`src/rtl/decoder_rr_arbiter_if.sv`:
```
// ---------------------------------------------------------------------------
// decoder_rr_arbiter_if
//   Bundle of signals between the round-robin arbiter, its eight requesting
//   agents and the shared 3-to-8 decoder.
//
//   requestIn    8  level request per agent, bit i = agent i
//   numberOut    3  decoder select pins {bit2,bit1,bit0} = current winner
//   enableB0Out  1  decoder active-low enable 0
//   enableB1Out  1  decoder active-low enable 1
//   enable2Out   1  decoder active-high enable
//   grantOut     8  one-hot grant, all zero when nothing is granted
//   busyOut      1  high while a grant or guard interval is in progress
//
//   master: arbiter side (drives everything except requestIn)
//   slave : agent/decoder side
// ---------------------------------------------------------------------------
interface decoder_rr_arbiter_if;
    logic [7:0] requestIn;
    logic [2:0] numberOut;
    logic       enableB0Out;
    logic       enableB1Out;
    logic       enable2Out;
    logic [7:0] grantOut;
    logic       busyOut;

    modport master (
        input  requestIn,
        output numberOut,
        output enableB0Out,
        output enableB1Out,
        output enable2Out,
        output grantOut,
        output busyOut
    );

    modport slave (
        output requestIn,
        input  numberOut,
        input  enableB0Out,
        input  enableB1Out,
        input  enable2Out,
        input  grantOut,
        input  busyOut
    );
endinterface

```
`src/rtl/decoder_rr_arbiter.sv`:
```
// ---------------------------------------------------------------------------
// decoder_rr_arbiter
//   Round-robin arbiter that shares one 74HC138-style 3-to-8 decoder among
//   eight requesters. A winner is selected, the decoder number/enable pins are
//   driven for the duration of the grant, and a guard interval with the
//   decoder disabled is inserted before any following grant.
//
//   Ports
//     clk     rising-edge clock
//     rst     asynchronous active-high reset
//     arbBus  decoder_rr_arbiter_if.master (requests in, decoder pins,
//             one-hot grant and busy out)
//
//   Parameters
//     HOLD_CYCLES   maximum consecutive grant cycles (timeout build only)
//     GUARD_CYCLES  decoder-disabled cycles between grants (>=1)
//     COUNT_WIDTH   width of the hold/guard counters
//
//   Build option
//     ARB_TIMEOUT_EN  when defined, a grant also ends after HOLD_CYCLES
//                     cycles; otherwise it lasts until the request drops.
// ---------------------------------------------------------------------------
module decoder_rr_arbiter #(
    parameter int HOLD_CYCLES  = 16,
    parameter int GUARD_CYCLES = 1,
    parameter int COUNT_WIDTH  = 5
) (
    input  logic                  clk,
    input  logic                  rst,
    decoder_rr_arbiter_if.master  arbBus
);

    typedef enum logic [1:0] {
        IDLE  = 2'b00,
        GRANT = 2'b01,
        GUARD = 2'b10
    } arbState_t;

    localparam logic [COUNT_WIDTH-1:0] HOLD_LAST  = COUNT_WIDTH'(HOLD_CYCLES - 1);
    localparam logic [COUNT_WIDTH-1:0] GUARD_LAST = COUNT_WIDTH'(GUARD_CYCLES - 1);

    arbState_t              stateReg;
    logic [2:0]             numberReg;
    logic                   enableB0Reg;
    logic                   enableB1Reg;
    logic                   enable2Reg;
    logic [7:0]             grantReg;
    logic                   busyReg;
    logic [2:0]             lastGrantReg;
    logic [COUNT_WIDTH-1:0] holdCntReg;
    logic [COUNT_WIDTH-1:0] guardCntReg;

    // Round-robin search: rotate the request vector so that bit 0 is the
    // agent just after the previous winner, then take the lowest set bit.
    logic [2:0] searchStart;
    logic [7:0] rotatedReq;
    logic [2:0] winOffset;
    logic [2:0] winner;
    logic       anyRequest;

    assign searchStart = lastGrantReg + 3'd1;
    assign anyRequest  = |arbBus.requestIn;

    generate
        for (genvar gi = 0; gi < 8; gi++) begin : g_rotate
            logic [2:0] srcIdx;
            assign srcIdx         = searchStart + 3'(gi);
            assign rotatedReq[gi] = arbBus.requestIn[srcIdx];
        end
    endgenerate

    always_comb begin
        winOffset = 3'd0;
        for (int i = 7; i >= 0; i--) begin
            if (rotatedReq[i]) begin
                winOffset = 3'(i);
            end
        end
    end

    assign winner = searchStart + winOffset;

    // Grant release: holder dropped its request, or (timeout build) the
    // holder has used up its HOLD_CYCLES.
    logic timeoutHit;
    logic releaseNow;

`ifdef ARB_TIMEOUT_EN
    assign timeoutHit = (holdCntReg == HOLD_LAST);
`else
    assign timeoutHit = 1'b0;
`endif

    assign releaseNow = !arbBus.requestIn[numberReg] || timeoutHit;

    always_ff @(posedge clk or posedge rst) begin
        if (rst) begin
            stateReg     <= IDLE;
            numberReg    <= 3'd0;
            enableB0Reg  <= 1'b1;
            enableB1Reg  <= 1'b1;
            enable2Reg   <= 1'b0;
            grantReg     <= 8'd0;
            busyReg      <= 1'b0;
            lastGrantReg <= 3'd7;
            holdCntReg   <= '0;
            guardCntReg  <= '0;
        end else begin
            case (stateReg)
                IDLE: begin
                    if (anyRequest) begin
                        stateReg    <= GRANT;
                        numberReg   <= winner;
                        enableB0Reg <= 1'b0;
                        enableB1Reg <= 1'b0;
                        enable2Reg  <= 1'b1;
                        grantReg    <= 8'd1 << winner;
                        busyReg     <= 1'b1;
                        holdCntReg  <= '0;
                    end
                end

                GRANT: begin
                    if (releaseNow) begin
                        stateReg     <= GUARD;
                        enableB0Reg  <= 1'b1;
                        enableB1Reg  <= 1'b1;
                        enable2Reg   <= 1'b0;
                        grantReg     <= 8'd0;
                        lastGrantReg <= numberReg;
                        holdCntReg   <= '0;
                        guardCntReg  <= '0;
                    end else if (holdCntReg != HOLD_LAST) begin
                        // Saturates at HOLD_LAST; only the timeout build acts on it.
                        holdCntReg <= holdCntReg + 1'b1;
                    end
                end

                GUARD: begin
                    if (guardCntReg == GUARD_LAST) begin
                        guardCntReg <= '0;
                        if (anyRequest) begin
                            stateReg    <= GRANT;
                            numberReg   <= winner;
                            enableB0Reg <= 1'b0;
                            enableB1Reg <= 1'b0;
                            enable2Reg  <= 1'b1;
                            grantReg    <= 8'd1 << winner;
                            holdCntReg  <= '0;
                        end else begin
                            stateReg <= IDLE;
                            busyReg  <= 1'b0;
                        end
                    end else begin
                        guardCntReg <= guardCntReg + 1'b1;
                    end
                end

                default: begin
                    stateReg     <= IDLE;
                    numberReg    <= 3'd0;
                    enableB0Reg  <= 1'b1;
                    enableB1Reg  <= 1'b1;
                    enable2Reg   <= 1'b0;
                    grantReg     <= 8'd0;
                    busyReg      <= 1'b0;
                    lastGrantReg <= 3'd7;
                    holdCntReg   <= '0;
                    guardCntReg  <= '0;
                end
            endcase
        end
    end

    assign arbBus.numberOut   = numberReg;
    assign arbBus.enableB0Out = enableB0Reg;
    assign arbBus.enableB1Out = enableB1Reg;
    assign arbBus.enable2Out  = enable2Reg;
    assign arbBus.grantOut    = grantReg;
    assign arbBus.busyOut     = busyReg;

endmodule

```
`src/flat_wrapper.sv`:
```
// flat-port wrapper written by rule: the top's interface ports become plain ports
module decoder_rr_arbiter_flat 
#(
    parameter int HOLD_CYCLES  = 16,
    parameter int GUARD_CYCLES = 1,
    parameter int COUNT_WIDTH  = 5
)
  (clk, rst, arbBus_requestIn, arbBus_numberOut, arbBus_enableB0Out, arbBus_enableB1Out, arbBus_enable2Out, arbBus_grantOut, arbBus_busyOut);
  decoder_rr_arbiter_if arbBus_i ();
  input  logic clk;
  input  logic rst;
  input wire logic [$bits(arbBus_i.requestIn)-1:0] arbBus_requestIn;
  output wire logic [$bits(arbBus_i.numberOut)-1:0] arbBus_numberOut;
  output wire logic [$bits(arbBus_i.enableB0Out)-1:0] arbBus_enableB0Out;
  output wire logic [$bits(arbBus_i.enableB1Out)-1:0] arbBus_enableB1Out;
  output wire logic [$bits(arbBus_i.enable2Out)-1:0] arbBus_enable2Out;
  output wire logic [$bits(arbBus_i.grantOut)-1:0] arbBus_grantOut;
  output wire logic [$bits(arbBus_i.busyOut)-1:0] arbBus_busyOut;
  assign arbBus_i.requestIn = arbBus_requestIn;
  assign arbBus_numberOut = arbBus_i.numberOut;
  assign arbBus_enableB0Out = arbBus_i.enableB0Out;
  assign arbBus_enableB1Out = arbBus_i.enableB1Out;
  assign arbBus_enable2Out = arbBus_i.enable2Out;
  assign arbBus_grantOut = arbBus_i.grantOut;
  assign arbBus_busyOut = arbBus_i.busyOut;
  decoder_rr_arbiter #(.HOLD_CYCLES(HOLD_CYCLES), .GUARD_CYCLES(GUARD_CYCLES), .COUNT_WIDTH(COUNT_WIDTH)) u_core (.clk(clk), .rst(rst), .arbBus(arbBus_i));
endmodule
```
`config.mk`:
```
export PLATFORM = sky130hd
export DESIGN_NAME = decoder_rr_arbiter_flat
export DESIGN_NICKNAME = d
export VERILOG_FILES = /design/src/rtl/decoder_rr_arbiter_if.sv /design/src/rtl/decoder_rr_arbiter.sv /design/src/flat_wrapper.sv
export SDC_FILE = /design/constraint.sdc
export NUM_CORES = 1
export LEC_CHECK = 0
export ABC_AREA = 1
export CAP_MARGIN = 20
export CORE_MARGIN = 3
export CORE_UTILIZATION = 45
export CTS_CLUSTER_SIZE = 14
export DETAILED_ROUTE_END_ITERATION = 7
export HOLD_SLACK_MARGIN = 0.06
export PLACE_DENSITY = 0.64
export SLEW_MARGIN = 30
export SYNTH_ARGS = -nofsm -noshare
export SYNTH_HDL_FRONTEND = slang
export SYNTH_SLANG_ARGS = --single-unit
```
`constraint.sdc`:
```
create_clock -name clk -period 10.8 [get_ports clk]
set_clock_uncertainty 0.1 [all_clocks]
set_input_delay 1.08 -clock clk [delete_from_list [all_inputs] [get_ports clk]]
set_output_delay 1.08 -clock clk [all_outputs]
set_load 0.01 [all_outputs]
```
=== Word level (Yosys, flattened, before mapping) ===
Index checks and enable logic that the tools add are counted.

* $add $sub $neg: 10
* Magnitude comparators: 9
* Equal/unequal tests: 6
* Shift operators: 1
* Multiplexer cells: 58
* Bitwise operators: 3
* Reduce and logical (&&, ||, !) cells: 10

{| class="wikitable"
|+ Operator list
! kind !! number
|-
| < comparator 3 x 4 -> 1 bit (second input constant) || 9
|-
| 2-to-1 mux 3 bit || 11
|-
| binary-select mux 1 bit (select 3 bit) || 9
|-
| 2-to-1 mux 8 bit || 3
|-
| case mux 8 bit (3 select lines) || 1
|-
| 2-to-1 mux 1 bit || 21
|-
| case mux 5 bit (3 select lines) || 1
|-
| adder 3 bit (second input constant) || 4
|-
| case mux 1 bit (3 select lines) || 4
|-
| 2-to-1 mux 5 bit || 2
|-
| case mux 3 bit (3 select lines) || 1
|-
| AND reduction 2 bit || 4
|-
| OR reduction 8 bit || 1
|-
| left shift 1 x 3 -> 8 bit (first input constant) || 1
|-
| adder 3 x 1 -> 3 bit (second input constant) || 2
|-
| adder 3 x 2 -> 3 bit (second input constant) || 2
|-
| 2-to-1 mux 2 bit || 3
|-
| case mux 2 bit (3 select lines) || 1
|-
| case mux 3 bit (2 select lines) || 1
|-
| adder 5 x 1 -> 5 bit (second input constant) || 1
|-
| logical NOT 5 bit || 1
|-
| != test 2 x 1 -> 1 bit (second input constant) || 2
|-
| != test 2 bit (second input constant) || 2
|-
| AND reduction 4 bit || 1
|-
| 7 further kinds || 9
|}

* Register bits after elaboration: 25
* Bits of input ports: 10
* Output and inout bits: 15
* Logic and storage cells: 106

=== Depth between registers and ports, before layout ===
Gate-level depths: netlist (run 1).

* Word-level depth: 17
* Depth in mapped cells: 25
* Mapped depth without buffers: 24

=== Worst setup path after synthesis (run 1) ===
No wires, ideal clock.

* Path type: reg-to-reg
* Start point: reg u_core.lastGrantReg[0]
* End point: reg u_core.grantReg[7] (netlist: u_core.arbBus.grantOut[7])
* Data arrival time: 3274 ps
* Data required time: 10584 ps
* Setup slack: 7310 ps
* Stages on the path, launching flop included: 26
* Path buffers: 2
* Cell sequence: dfstp_2 > inv_2 > buf_6 > ha_1 > buf_2 > nand2_1 > nand2_1 > nand2_1 > nand2_1 > nand2_1 > nand2_1 > nand3_1 > nand2_1 > nand2_1 > nand2_1 > nand2_1 > a21boi_0 > ha_1 > inv_1 > fa_1 > xor2_1 > inv_1 > nand3_2 > nand2_4 > nand2_1 > nand2_1

* Cells in the longest elaborated chain, start to end: 17
* Elaborated cells between the ends (all ways): 37
* Classes of those cells: 9 x add/sub; 1 x shift; 27 x mux

{| class="wikitable"
|+ RTL lines
! item !! line !! RTL
|-
| start: declaration || decoder_rr_arbiter.sv:49 || <nowiki>logic [2:0] lastGrantReg;</nowiki>
|-
| start signal: assignment || decoder_rr_arbiter.sv:130 || <nowiki>lastGrantReg <= numberReg;</nowiki>
|-
| adder 3 x 1 -> 3 bit (*) || decoder_rr_arbiter.sv:61 || <nowiki>assign searchStart = lastGrantReg + 3'd1;</nowiki>
|-
| adder 3 bit || decoder_rr_arbiter.sv:67 || <nowiki>assign srcIdx = searchStart + 3'(gi);</nowiki>
|-
| binary-select mux 1 bit (select 3 bit) || decoder_rr_arbiter.sv:68 || <nowiki>assign rotatedReq[gi] = arbBus.requestIn[srcIdx];</nowiki>
|-
| 2-to-1 mux 1 bit (not written as such) || decoder_rr_arbiter.sv:68 ||
|-
| 2-to-1 mux 3 bit (8 in series) || decoder_rr_arbiter.sv:75 || <nowiki>if (rotatedReq[i]) begin</nowiki>
|-
| adder 3 bit (*) || decoder_rr_arbiter.sv:81 || <nowiki>assign winner = searchStart + winOffset;</nowiki>
|-
| left shift 1 x 3 -> 8 bit (*) || decoder_rr_arbiter.sv:117, decoder_rr_arbiter.sv:148 ||
|-
| 2-to-1 mux 8 bit (*) || decoder_rr_arbiter.sv:111, decoder_rr_arbiter.sv:142 ||
|-
| 2-to-1 mux 8 bit || decoder_rr_arbiter.sv:140 || <nowiki>if (guardCntReg == GUARD_LAST) begin</nowiki>
|-
| case mux 8 bit (3 select lines) (*) || decoder_rr_arbiter.sv:109 || <nowiki>case (stateReg)</nowiki>
|-
| end signal: assignment || decoder_rr_arbiter.sv:117 || <nowiki>grantReg <= 8'd1 << winner;</nowiki>
|-
| end signal: assignment || decoder_rr_arbiter.sv:148 || <nowiki>grantReg <= 8'd1 << winner;</nowiki>
|-
| end: declaration || decoder_rr_arbiter.sv:47 || <nowiki>logic [7:0] grantReg;</nowiki>
|}

Mark *: on every way between the ends. The rest lies on a longest branch, timed or not. The select of a mux whose other input is x is not followed.
A chain may end at the register's enable or synchronous reset.

=== Worst setup path after layout (run 1) ===
* Start point: reg u_core.lastGrantReg[0]
* End point: reg u_core.grantReg[6] (netlist: u_core.arbBus.grantOut[6])

The elaborated chain is that of the path after synthesis.

==> flow_metrics.py, run 1 <==
metrics = {
    "clock_network": {
        "htree_levels": 1,
        "clock_path_buffers": 2,
        "hold_buffers": 0,
        "cts_resized": 0,
        "numCtsBuffers": 3,
        "clkTransAtPathRegs_ns": 0.09,
        "post_cts_buffers": 0,
        "insertion_delay_ns": 0.27,
        "cts_sinks": 24,
        "cts-root-buf": "clkbuf_8",
        "cts_tree": "yes",
    },
    "routing": {
        "firstDrtPassIters": 4,
        "ant_nets": 0,
        "vias": 1872,
        "drt_iter0_drc": 122,
        "via_per_inst": 4.86,
        "drt_wl_total_mm": 4.36,
        "drc_errors": 0,
        "wl_per_cell_um": 11.3,
    },
    "worst_setup_path": {
        "start_kind": "flip-flop",
        "endpoint_kind": "flip-flop",
        "cp_cell_sequence": "inv_2, ha_1, inv_2, nand2_1, nand2_1, nand2_1, nand2_1, nand2_1, nand2_1, nand3_1, nand2_1, nand2_1, nand2_1, nand2_1, a21boi_0, ha_1, inv_1, fa_1, xor2_1, inv_1, nand3_2, nand2_4, nand3_2, nand2_1",
        "cpMostUsedCell": "nand2_1",
        "cp.required_ns": 10.87,
        "critPathKind": "reg2reg",
        "crit_path_max_incr_delay_ns": 0.71,
        "cp_max_fo": 17,
        "cp.arrival_ns": 4.14,
        "slowest_stage": "dfstp_2",
    },
    "grt": {
        "grt_first_pass_wirelength_mm": 7.51,
        "grt_antenna_before_repair": 0,
        "grt_pass1_vias": 1641,
        "grt_max_degree": 25,
        "grt_overflow": 0,
        "grt.total_usage_pct": 18.0,
    },
    "die": {
        "die_area_um2": 5130,
        "rows": 23,
        "io_pins": 25,
        "core_area_um2": 4090,
        "fp.dieW_um": 71.6,
        "start_util_pct": 47.4,
        "die_height_um": 71.6,
    },
    "timing": {
        "hold_viol": 0,
        "slew_headroom_pct": 43.6,
        "max_freq_mhz": 245,
        "rsz0062_at_grt": "false",
        "fin_worst_hold_slack_ns": 0.380,
        "fin_crit_ns": 4.08,
        "worst_pin_slew_ns": 0.841,
        "setup_viol": 0,
        "drv_slew": 0,
        "tns_ns": 0,
        "fin_ws_ns": 6.72,
        "finalCritPeriodShare_pct": 37.7,
    },
    "synth": {
        "postSynthCellCount": 313,
        "synth-seq-area-share_pct": 31.2,
        "async_flop_share_pct": 100,
        "yosys_register_bits": 24,
        "synth.net_count": 329,
        "synth.avg_cell_area_um2": 6.19,
        "synthFlopType": "dfrtp_1",
        "synth_cell_types": 30,
        "synth_area_um2": 1940,
        "yosysWarnings": 0,
        "synth_edf_count": 0,
    },
    "flow_run": {
        "maxCapViolations": 0,
    },
    "final_layout": {
        "n_antenna_cell": 0,
        "area_growth_pct": 17.3,
        "layout_commonest_cell": "nand2_1",
        "final_cell_mix": "nand2_1, inv_1, nand3_1",
        "fillCellCount": 412,
        "fin_nets": 352,
        "fin_cells": 385,
        "layout-drive-gt1-share_pct": 7.76,
    },
    "placement": {
        "placedCellCount": 381,
        "portBuffers": 24,
        "gp_congestion": 0.852,
        "place_ws_ns": 6.73,
        "post-dp-hpwl_mm": 3.35,
    },
    "worst_hold_path": {
        "min_path_type": "reg2reg",
    },
    "run_status": {
        "status": "complete, no violations",
    },
}
final timing paths:
check,startpoint,endpoint,slack [ns],cells past startpoint
max reg2reg,u_core.lastGrantReg[0]$_DFFE_PP1P_,u_core.arbBus.grantOut[6]$_DFFE_PP0P_,6.72,24
min,u_core.arbBus.grantOut[3]$_DFFE_PP0P_,u_core.arbBus.grantOut[3]$_DFFE_PP0P_,0.38,2
max in group asynchronous,rst,u_core.arbBus.numberOut[1]$_DFFE_PP0P_,9.13,2
min reg2reg,u_core.arbBus.grantOut[3]$_DFFE_PP0P_,u_core.arbBus.grantOut[3]$_DFFE_PP0P_,0.38,2
min in group asynchronous,rst,u_core.guardCntReg[2]$_DFFE_PP0P_,1.08,2
max,u_core.lastGrantReg[0]$_DFFE_PP1P_,u_core.arbBus.grantOut[6]$_DFFE_PP0P_,6.72,24
cells by family after synthesis:
family / synth area share [%]
simple gates: 44.3
buf+inv: 10.3
xor+xnor: 1.81
compound gates: 8.07
fa+ha+maj: 4.26
flops: 31.2
synth_stat cells, drive strengths merged (2+ instances only):
cell type / n / area share [%]
a21oi: 2 / 0.52
buf: 6 / 2.0
dfrtp: 20 / 26
dfstp: 4 / 5.4
ha: 5 / 3.2
inv: 43 / 8.3
nand2: 153 / 30
nand3: 31 / 9.3
nand4: 2 / 0.65
nor2: 15 / 3.2
nor3: 3 / 0.77
o21ai: 17 / 5.0
o22ai: 2 / 0.65
xor2: 3 / 1.4
metal layers:
layer / up-vias / share of wire, % / wire, um / GRT usage (%)
li1: 1012 / - / - / -
met5: - / 0 / 0 / 0
met2: 31 / 41 / 1800 / 26.0
met3: 2 / 3.7 / 160 / 3.37
met1: 827 / 55 / 2380 / 28.6
met4: 0 / 0.18 / 8 / 1.88
metrics by stage:
step	util, %	instance area, um^2
finish	55.6	2270
CTS	55.6	2270
floorplan	-	1940
global route	55.6	2270
global placement	53.9	2200
detailed placement	53.9	2200
cell type report:
cell class,instances,area (um^2),share of cell area [%]
Multi-Input combinational cell,240,1130,49.8
Sequential cell,24,606,26.6
Timing Repair Buffer,24,240,10.6
Inverter,43,161,7.10
Tap cell,50,62.6,2.75
Clock buffer,3,41.3,1.82
Clock inverter,1,30.0,1.32
sequential cells by signal, indices dropped and copies added, names as in the netlist:
register                   flops
u_core.lastGrantReg            3
u_core.stateReg                2
u_core.arbBus.grantOut         8
u_core.arbBus.enableB0Out      1
u_core.arbBus.busyOut          1
u_core.guardCntReg             5
u_core.arbBus.numberOut        3
u_core.arbBus.enable2Out       1
critical path: cells and delay by family, from the launching register on:
kind / cells / cell delay (ns)
xor gates and xnor gates: 1 / 0.24
adders and majority gates: 3 / 1.04
DFF: 1 / 0.71
and+or+nand+nor: 15 / 1.15
buffers and inverters: 4 / 0.57
AOI/OAI and AO/OA: 1 / 0.16
Power of run 1 is left out: the tool's default activity adds up to more than one toggle a clock period on the data nets, which glitch-free logic cannot reach.
==> run 2: changes to the inputs <==
--- a/config.mk
+++ b/config.mk
@@ -12,7 +12,7 @@
 export CTS_CLUSTER_SIZE = 14
 export DETAILED_ROUTE_END_ITERATION = 7
 export HOLD_SLACK_MARGIN = 0.06
-export PLACE_DENSITY = 0.64
+export PLACE_DENSITY = 0.67
 export SLEW_MARGIN = 30
 export SYNTH_ARGS = -nofsm -noshare
 export SYNTH_HDL_FRONTEND = slang
==> constraint.sdc (replaced) <==
create_clock -name clk -period 3.72 [get_ports clk]
set_clock_uncertainty 0.1 [all_clocks]
set_input_delay 0.372 -clock clk [delete_from_list [all_inputs] [get_ports clk]]
set_output_delay 0.372 -clock clk [all_outputs]
set_load 0.01 [all_outputs]
==> run 2 against run 1 <==
Effect of this change: critical path depth shrank 1; die area is the same; flip-flop and latch count is the same.
==> flow_metrics.py, run 2 (same netlist as run 1, synthesis figures left out) <==
metrics = {
    "run_status": {
        "status": "complete, no violations",
    },
    "final_layout": {
        "n_antenna_cell": 0,
        "fin_util_pct": 56.7,
        "layout-drive-gt1-share_pct": 10.4,
        "largest_register_ffs": 8,
        "area_growth_pct": 19.6,
        "layout_commonest_cell": "nand2_1",
        "final_cell_mix": "nand2_1, inv_1, nand3_1",
        "fin_area_um2": 2320,
        "multi_input_area_um2": 1150,
        "seqCellArea_um2": 606,
        "fillCellCount": 408,
        "fin_nets": 355,
    },
    "routing": {
        "firstDrtPassIters": 4,
        "vias": 1924,
        "drt_iter0_drc": 119,
        "drt_wl_total_mm": 4.40,
        "drc_errors": 0,
        "ant_nets": 0,
        "wl_per_cell_um": 11.3,
        "via_per_inst": 4.96,
    },
    "clock_network": {
        "cts-root-buf": "clkbuf_8",
        "clkTransAtPathRegs_ns": 0.09,
        "clock_path_buffers": 2,
        "cts_sinks": 24,
        "numCtsBuffers": 3,
        "insertion_delay_ns": 0.27,
        "cts_tree": "yes",
        "htree_levels": 1,
    },
    "worst_setup_path": {
        "cpMostUsedCell": "nand2_1",
        "cp_max_fo": 15,
        "cp.arrival_ns": 3.49,
        "slowest_stage": "dfstp_2",
        "rr_startpoint": "u_core.lastGrantReg[0]$_DFFE_PP1P_",
        "cp.required_ns": 3.83,
        "r2r_cells": 23,
        "crit_path_max_incr_delay_ns": 0.54,
        "critPathKind": "reg2reg",
        "start_kind": "flip-flop",
        "rr_endpoint": "u_core.arbBus.grantOut[4]$_DFFE_PP0P_",
        "endpoint_kind": "flip-flop",
        "cp_cell_sequence": "buf_4, ha_2, nand2_1, nand2_2, nand2_1, nand2_1, nand2_1, nand2_1, inv_1, nand2_1, nand2_1, nand2_1, nand2_1, a21boi_1, ha_1, inv_1, fa_1, xor2_2, inv_1, nand3_2, nand2_4, nand3_2, nand2_1",
        "reg2reg_slack_ns": 0.34,
    },
    "timing": {
        "slew_headroom_pct": 44.1,
        "worst_pin_slew_ns": 0.834,
        "max_freq_mhz": 296,
        "tns_ns": 0,
        "hold_viol": 0,
        "drv_slew": 0,
        "fin_crit_ns": 3.38,
        "rsz0062_at_grt": "false",
        "finalCritPeriodShare_pct": 90.8,
        "setup_viol": 0,
    },
    "grt": {
        "grt_max_degree": 25,
        "grt_first_pass_wirelength_mm": 7.71,
        "grt_antenna_before_repair": 0,
        "grt_pass1_vias": 1747,
        "grt.total_usage_pct": 18.6,
        "grt_overflow": 0,
    },
    "die": {
        "io_pins": 25,
        "rows": 23,
        "start_util_pct": 47.4,
        "die_area_um2": 5130,
        "fp.dieW_um": 71.6,
        "die_height_um": 71.6,
        "core_area_um2": 4090,
    },
    "worst_hold_path": {
        "min_path_type": "in2async",
    },
    "placement": {
        "gp_congestion": 0.824,
        "portBuffers": 24,
        "placed_cell_area_um2": 2220,
        "post-dp-hpwl_mm": 3.45,
    },
    "flow_run": {
        "maxCapViolations": 0,
    },
}
-- run 2: worst max path at each step --
stage                                        from                                    end  slack (ns)  depth (start not counted)
2_1_floorplan  u_core.lastGrantReg[0]$_DFFE_PP1P_  u_core.arbBus.grantOut[7]$_DFFE_PP0P_        0.23                         25
3_3_place_gp   u_core.lastGrantReg[0]$_DFFE_PP1P_  u_core.arbBus.grantOut[5]$_DFFE_PP0P_        0.26                         24
3_5_place_dp   u_core.lastGrantReg[0]$_DFFE_PP1P_  u_core.arbBus.grantOut[4]$_DFFE_PP0P_        0.17                         24
4_1_cts        u_core.lastGrantReg[0]$_DFFE_PP1P_  u_core.arbBus.grantOut[4]$_DFFE_PP0P_        0.14                         24
5_1_grt        u_core.lastGrantReg[0]$_DFFE_PP1P_  u_core.arbBus.grantOut[6]$_DFFE_PP0P_        0.02                         23
6_report       u_core.lastGrantReg[0]$_DFFE_PP1P_  u_core.arbBus.grantOut[4]$_DFFE_PP0P_        0.34                         23
-- run 2: repair_timing --
item,in CTS,in global routing
hold buffers,0,0
setup endpoints to repair,0,10
buffers inserted,0,0
gates resized for setup,0,8
-- run 2: layout make-up --
type | count | area share [%]
clock buffers | 3 | 1.78
well taps | 50 | 2.70
repair buffers | 27 | 11.3
clock inverters | 1 | 1.30
multi-input cells | 240 | 49.7
flip-flops and latches | 24 | 26.1
inverters | 43 | 7.07
-- run 2: worst max-delay path: cells and delay by family, from the launching register on --
kind	cells	cell delay, ns
AO/OA/AOI/OAI	1	0.13
XOR/XNOR	1	0.20
adder cells (fa/ha/maj)	3	0.80
buffers and inverters	4	0.35
flip-flops	1	0.54
AND/OR/NAND/NOR	14	1.21
-- run 2: through the flow --
step | hold WS (ns) | cells | worst slack, ns
6_report | 0.368 | 388 | 0.343
2_1_floorplan | 0.284 | 313 | 0.230
5_1_grt | 0.395 | 388 | 0.0152
4_1_cts | 0.382 | 388 | 0.144
3_3_place_gp | 0.361 | 384 | 0.264
3_5_place_dp | 0.369 | 384 | 0.168
-- run 2: metal layers --
layer  global-route usage [%]  part of all wire (%)
met4                     6.26                   1.3
met5                        0                     0
met3                     3.23                   3.9
met1                     25.9                    48
met2                     29.3                    47
Power of run 2 is left out for the same reason.
==> run 3: changes to the inputs <==
--- a/config.mk
+++ b/config.mk
@@ -5,14 +5,13 @@
 export SDC_FILE = /design/constraint.sdc
 export NUM_CORES = 1
 export LEC_CHECK = 0
-export ABC_AREA = 1
 export CAP_MARGIN = 20
 export CORE_MARGIN = 3
-export CORE_UTILIZATION = 45
+export CORE_UTILIZATION = 49
 export CTS_CLUSTER_SIZE = 14
 export DETAILED_ROUTE_END_ITERATION = 7
 export HOLD_SLACK_MARGIN = 0.06
-export PLACE_DENSITY = 0.67
+export PLACE_DENSITY = 0.72
 export SLEW_MARGIN = 30
 export SYNTH_ARGS = -nofsm -noshare
 export SYNTH_HDL_FRONTEND = slang
==> run 3 against run 2 <==
Effect of this change: maximum frequency decreased by 8.5%; largest cell class unchanged; setup slack got worse by 0.31 ns; cell count fell by 37%; synthesized area fell by 5.9%; hold slack improved by 0.028 ns; count of clock-buffer cells in the layout grew 1; highest routed layer unchanged; via count is 23% lower; non-clock buffer count increased by 15; critical endpoint is now u_core.arbBus.grantOut[2]$_DFFE_PP0P_; synthesized cell count fell by 48%; wire length fell by 1.8%; die area shrank 12%; critical path depth shrank 11.
==> flow_metrics.py, run 3 <==
metrics = {
    "grt": {
        "grt_max_degree": 25,
        "busiest_layer": "met2",
        "grt_use_met2_pct": 35.1,
        "use_met3_pct": 3.88,
        "grt_first_pass_wirelength_mm": 7.15,
        "grt_overflow": 0,
        "grt_pass1_vias": 1496,
        "grt.total_usage_pct": 20.8,
        "grt_antenna_before_repair": 0,
        "use_met1_pct": 28.3,
    },
    "final_layout": {
        "final_cell_mix": "clkdlybuf4s50_1, dfrtp_1, buf_4",
        "largest_register_ffs": 8,
        "layout_commonest_cell": "clkdlybuf4s50_1",
        "layout-drive-gt1-share_pct": 33.5,
        "n_antenna_cell": 0,
        "fin_nets": 217,
        "area_growth_pct": 32.2,
        "seqCellArea_um2": 606,
        "multi_input_area_um2": 1280,
        "fillCellCount": 281,
    },
    "timing": {
        "rsz0062_at_grt": "true",
        "setup_viol": 0,
        "drv_slew": 0,
        "hold_viol": 0,
        "fin_ws_ns": 0.0297,
        "max_freq_mhz": 271,
        "worst_pin_slew_ns": 0.870,
        "slew_headroom_pct": 41.6,
        "finalCritPeriodShare_pct": 99.2,
        "fin_crit_ns": 3.69,
    },
    "synth": {
        "synth_area_um2": 1820,
        "postSynthCellCount": 162,
        "synth.avg_cell_area_um2": 11.3,
        "synth_area_leaders": "dfrtp_1, mux4_2, dfstp_2",
        "synth_edf_count": 0,
        "synth-seq-area-share_pct": 33.2,
        "synth.net_count": 178,
        "synth_common_cells": "dfrtp_1, nor2_1, nand2_1",
        "synth_top_area_share_pct": 27.4,
        "yosys_register_bits": 24,
        "synth.most_common_cell": "dfrtp_1",
        "synthFlopType": "dfrtp_1",
        "yosysWarnings": 0,
        "synth_cell_types": 48,
        "yosysTopAreaCell": "dfrtp_1",
        "async_flop_share_pct": 100,
    },
    "clock_network": {
        "cts-root-buf": "clkbuf_8",
        "cts_tree": "yes",
        "clkTransAtPathRegs_ns": 0.08,
        "insertion_delay_ns": 0.26,
        "htree_levels": 1,
        "numCtsBuffers": 3,
        "clock_path_buffers": 2,
        "cts_sinks": 24,
    },
    "die": {
        "core_area_um2": 3470,
        "fp.dieW_um": 67.0,
        "start_util_pct": 52.6,
        "rows": 21,
        "die_area_um2": 4490,
        "die_height_um": 67.0,
        "io_pins": 25,
    },
    "worst_setup_path": {
        "crit_end": "u_core.arbBus.grantOut[2]$_DFFE_PP0P_",
        "cp.arrival_ns": 3.79,
        "endpoint_kind": "flip-flop",
        "critPathKind": "reg2reg",
        "rr_startpoint": "u_core.lastGrantReg[0]$_DFFE_PP1P_",
        "cp.required_ns": 3.82,
        "r2r_cells": 12,
        "rr_endpoint": "u_core.arbBus.grantOut[2]$_DFFE_PP0P_",
        "crit_path_max_incr_delay_ns": 0.58,
        "start_kind": "flip-flop",
        "cpMostUsedCell": "xor2_4",
        "crit_start": "u_core.lastGrantReg[0]$_DFFE_PP1P_",
        "cp_cell_sequence": "buf_6, ha_4, xor2_4, mux4_2, o21bai_4, a221oi_2, ha_2, inv_2, fa_2, xnor2_4, xor2_4, a22o_1",
        "cp_max_fo": 5,
        "slowest_stage": "dfstp_2",
        "critical_path.top_delay_family": "adder cells",
        "path_buf_inv": 2,
        "cp_num_cells": 12,
        "reg2reg_slack_ns": 0.03,
    },
    "placement": {
        "place_ws_ns": -0.130,
        "portBuffers": 24,
        "gp_congestion": 0.923,
        "post-dp-hpwl_mm": 3.11,
    },
    "routing": {
        "vias": 1478,
        "wl_per_cell_um": 17.6,
        "via_per_inst": 6.01,
        "drc_errors": 0,
        "drt_iter0_drc": 107,
        "ant_nets": 0,
        "firstDrtPassIters": 4,
        "drt_wl_total_mm": 4.32,
    },
    "run_status": {
        "status": "complete, no violations",
    },
    "flow_run": {
        "maxCapViolations": 0,
    },
    "worst_hold_path": {
        "min_path_type": "in2async",
    },
}
[run 3: cell count changes after synthesis, moves of 7 or more]
cell and change:
a22o_1 +8, inv_1 -30, mux2i_1 +7, mux4_2 +8, nand2_1 -137, nand3_1 -25
[run 3: worst min path at each step]
stage,start,to,slack [ns]
2_1_floorplan,rst,u_core.arbBus.busyOut$_DFFE_PP0P_,0.28
3_3_place_gp,u_core.arbBus.enable2Out$_DFFE_PP0P_,u_core.arbBus.enable2Out$_DFFE_PP0P_,0.38
3_5_place_dp,u_core.arbBus.enable2Out$_DFFE_PP0P_,u_core.arbBus.enable2Out$_DFFE_PP0P_,0.39
4_1_cts,u_core.arbBus.enableB0Out$_DFFE_PP1P_,u_core.arbBus.enableB0Out$_DFFE_PP1P_,0.41
5_1_grt,rst,u_core.arbBus.grantOut[5]$_DFFE_PP0P_,0.42
6_report,rst,u_core.arbBus.grantOut[7]$_DFFE_PP0P_,0.40
[run 3: timing repair]
item	4_1_cts	5_1_grt
resized for setup	4	17
hold endpoints to repair	0	0
hold buffers	0	0
setup buffers	0	10
pin swaps	1	9
endpoints found under the setup margin	6	9
[run 3: layout make-up]
| type | instances | share of cell area [%] |
|---|---|---|
| Inverter | 9 | 1.40 |
| Tap cell | 46 | 2.39 |
| Timing Repair Buffer | 42 | 16.0 |
| Clock buffer | 4 | 1.87 |
| Sequential cell | 24 | 25.1 |
| Multi-Input combinational cell | 121 | 53.2 |
[run 3: logic make-up (layout without fill, tap and decap cells)]
kind of cell / Yosys count / count (layout) / share of synthesized area [%]
xor+xnor: 9 / 9 / 6.59
mux: 23 / 23 / 20.3
compound gates: 33 / 33 / 13.8
buf+inv: 17 / 55 / 5.21
fa+ha+maj: 6 / 6 / 4.53
flops: 24 / 24 / 33.2
simple gates: 50 / 50 / 16.4
[run 3: layer usage]
metal / share of wire, % / vias up / wire length (um)
li1: - / 696 / -
met1: 44 / 751 / 1910
met2: 52 / 27 / 2240
met3: 3.0 / 4 / 130
met4: 0.74 / 0 / 32
met5: 0 / - / 0
[run 3: through the flow]
stage	utilization, %	hold slack, ns	cell area, um^2	cells	setup TNS [ns]
after floorplan	-	0.284	1890	162	0
final	69.5	0.396	2410	246	0
after global routing	69.5	0.422	2410	246	-0.512
after detailed placement	62.9	0.391	2180	232	-0.721
after global placement	62.9	0.377	2180	232	0
after CTS	65.0	0.406	2250	236	0
Power of run 3 is left out for the same reason.
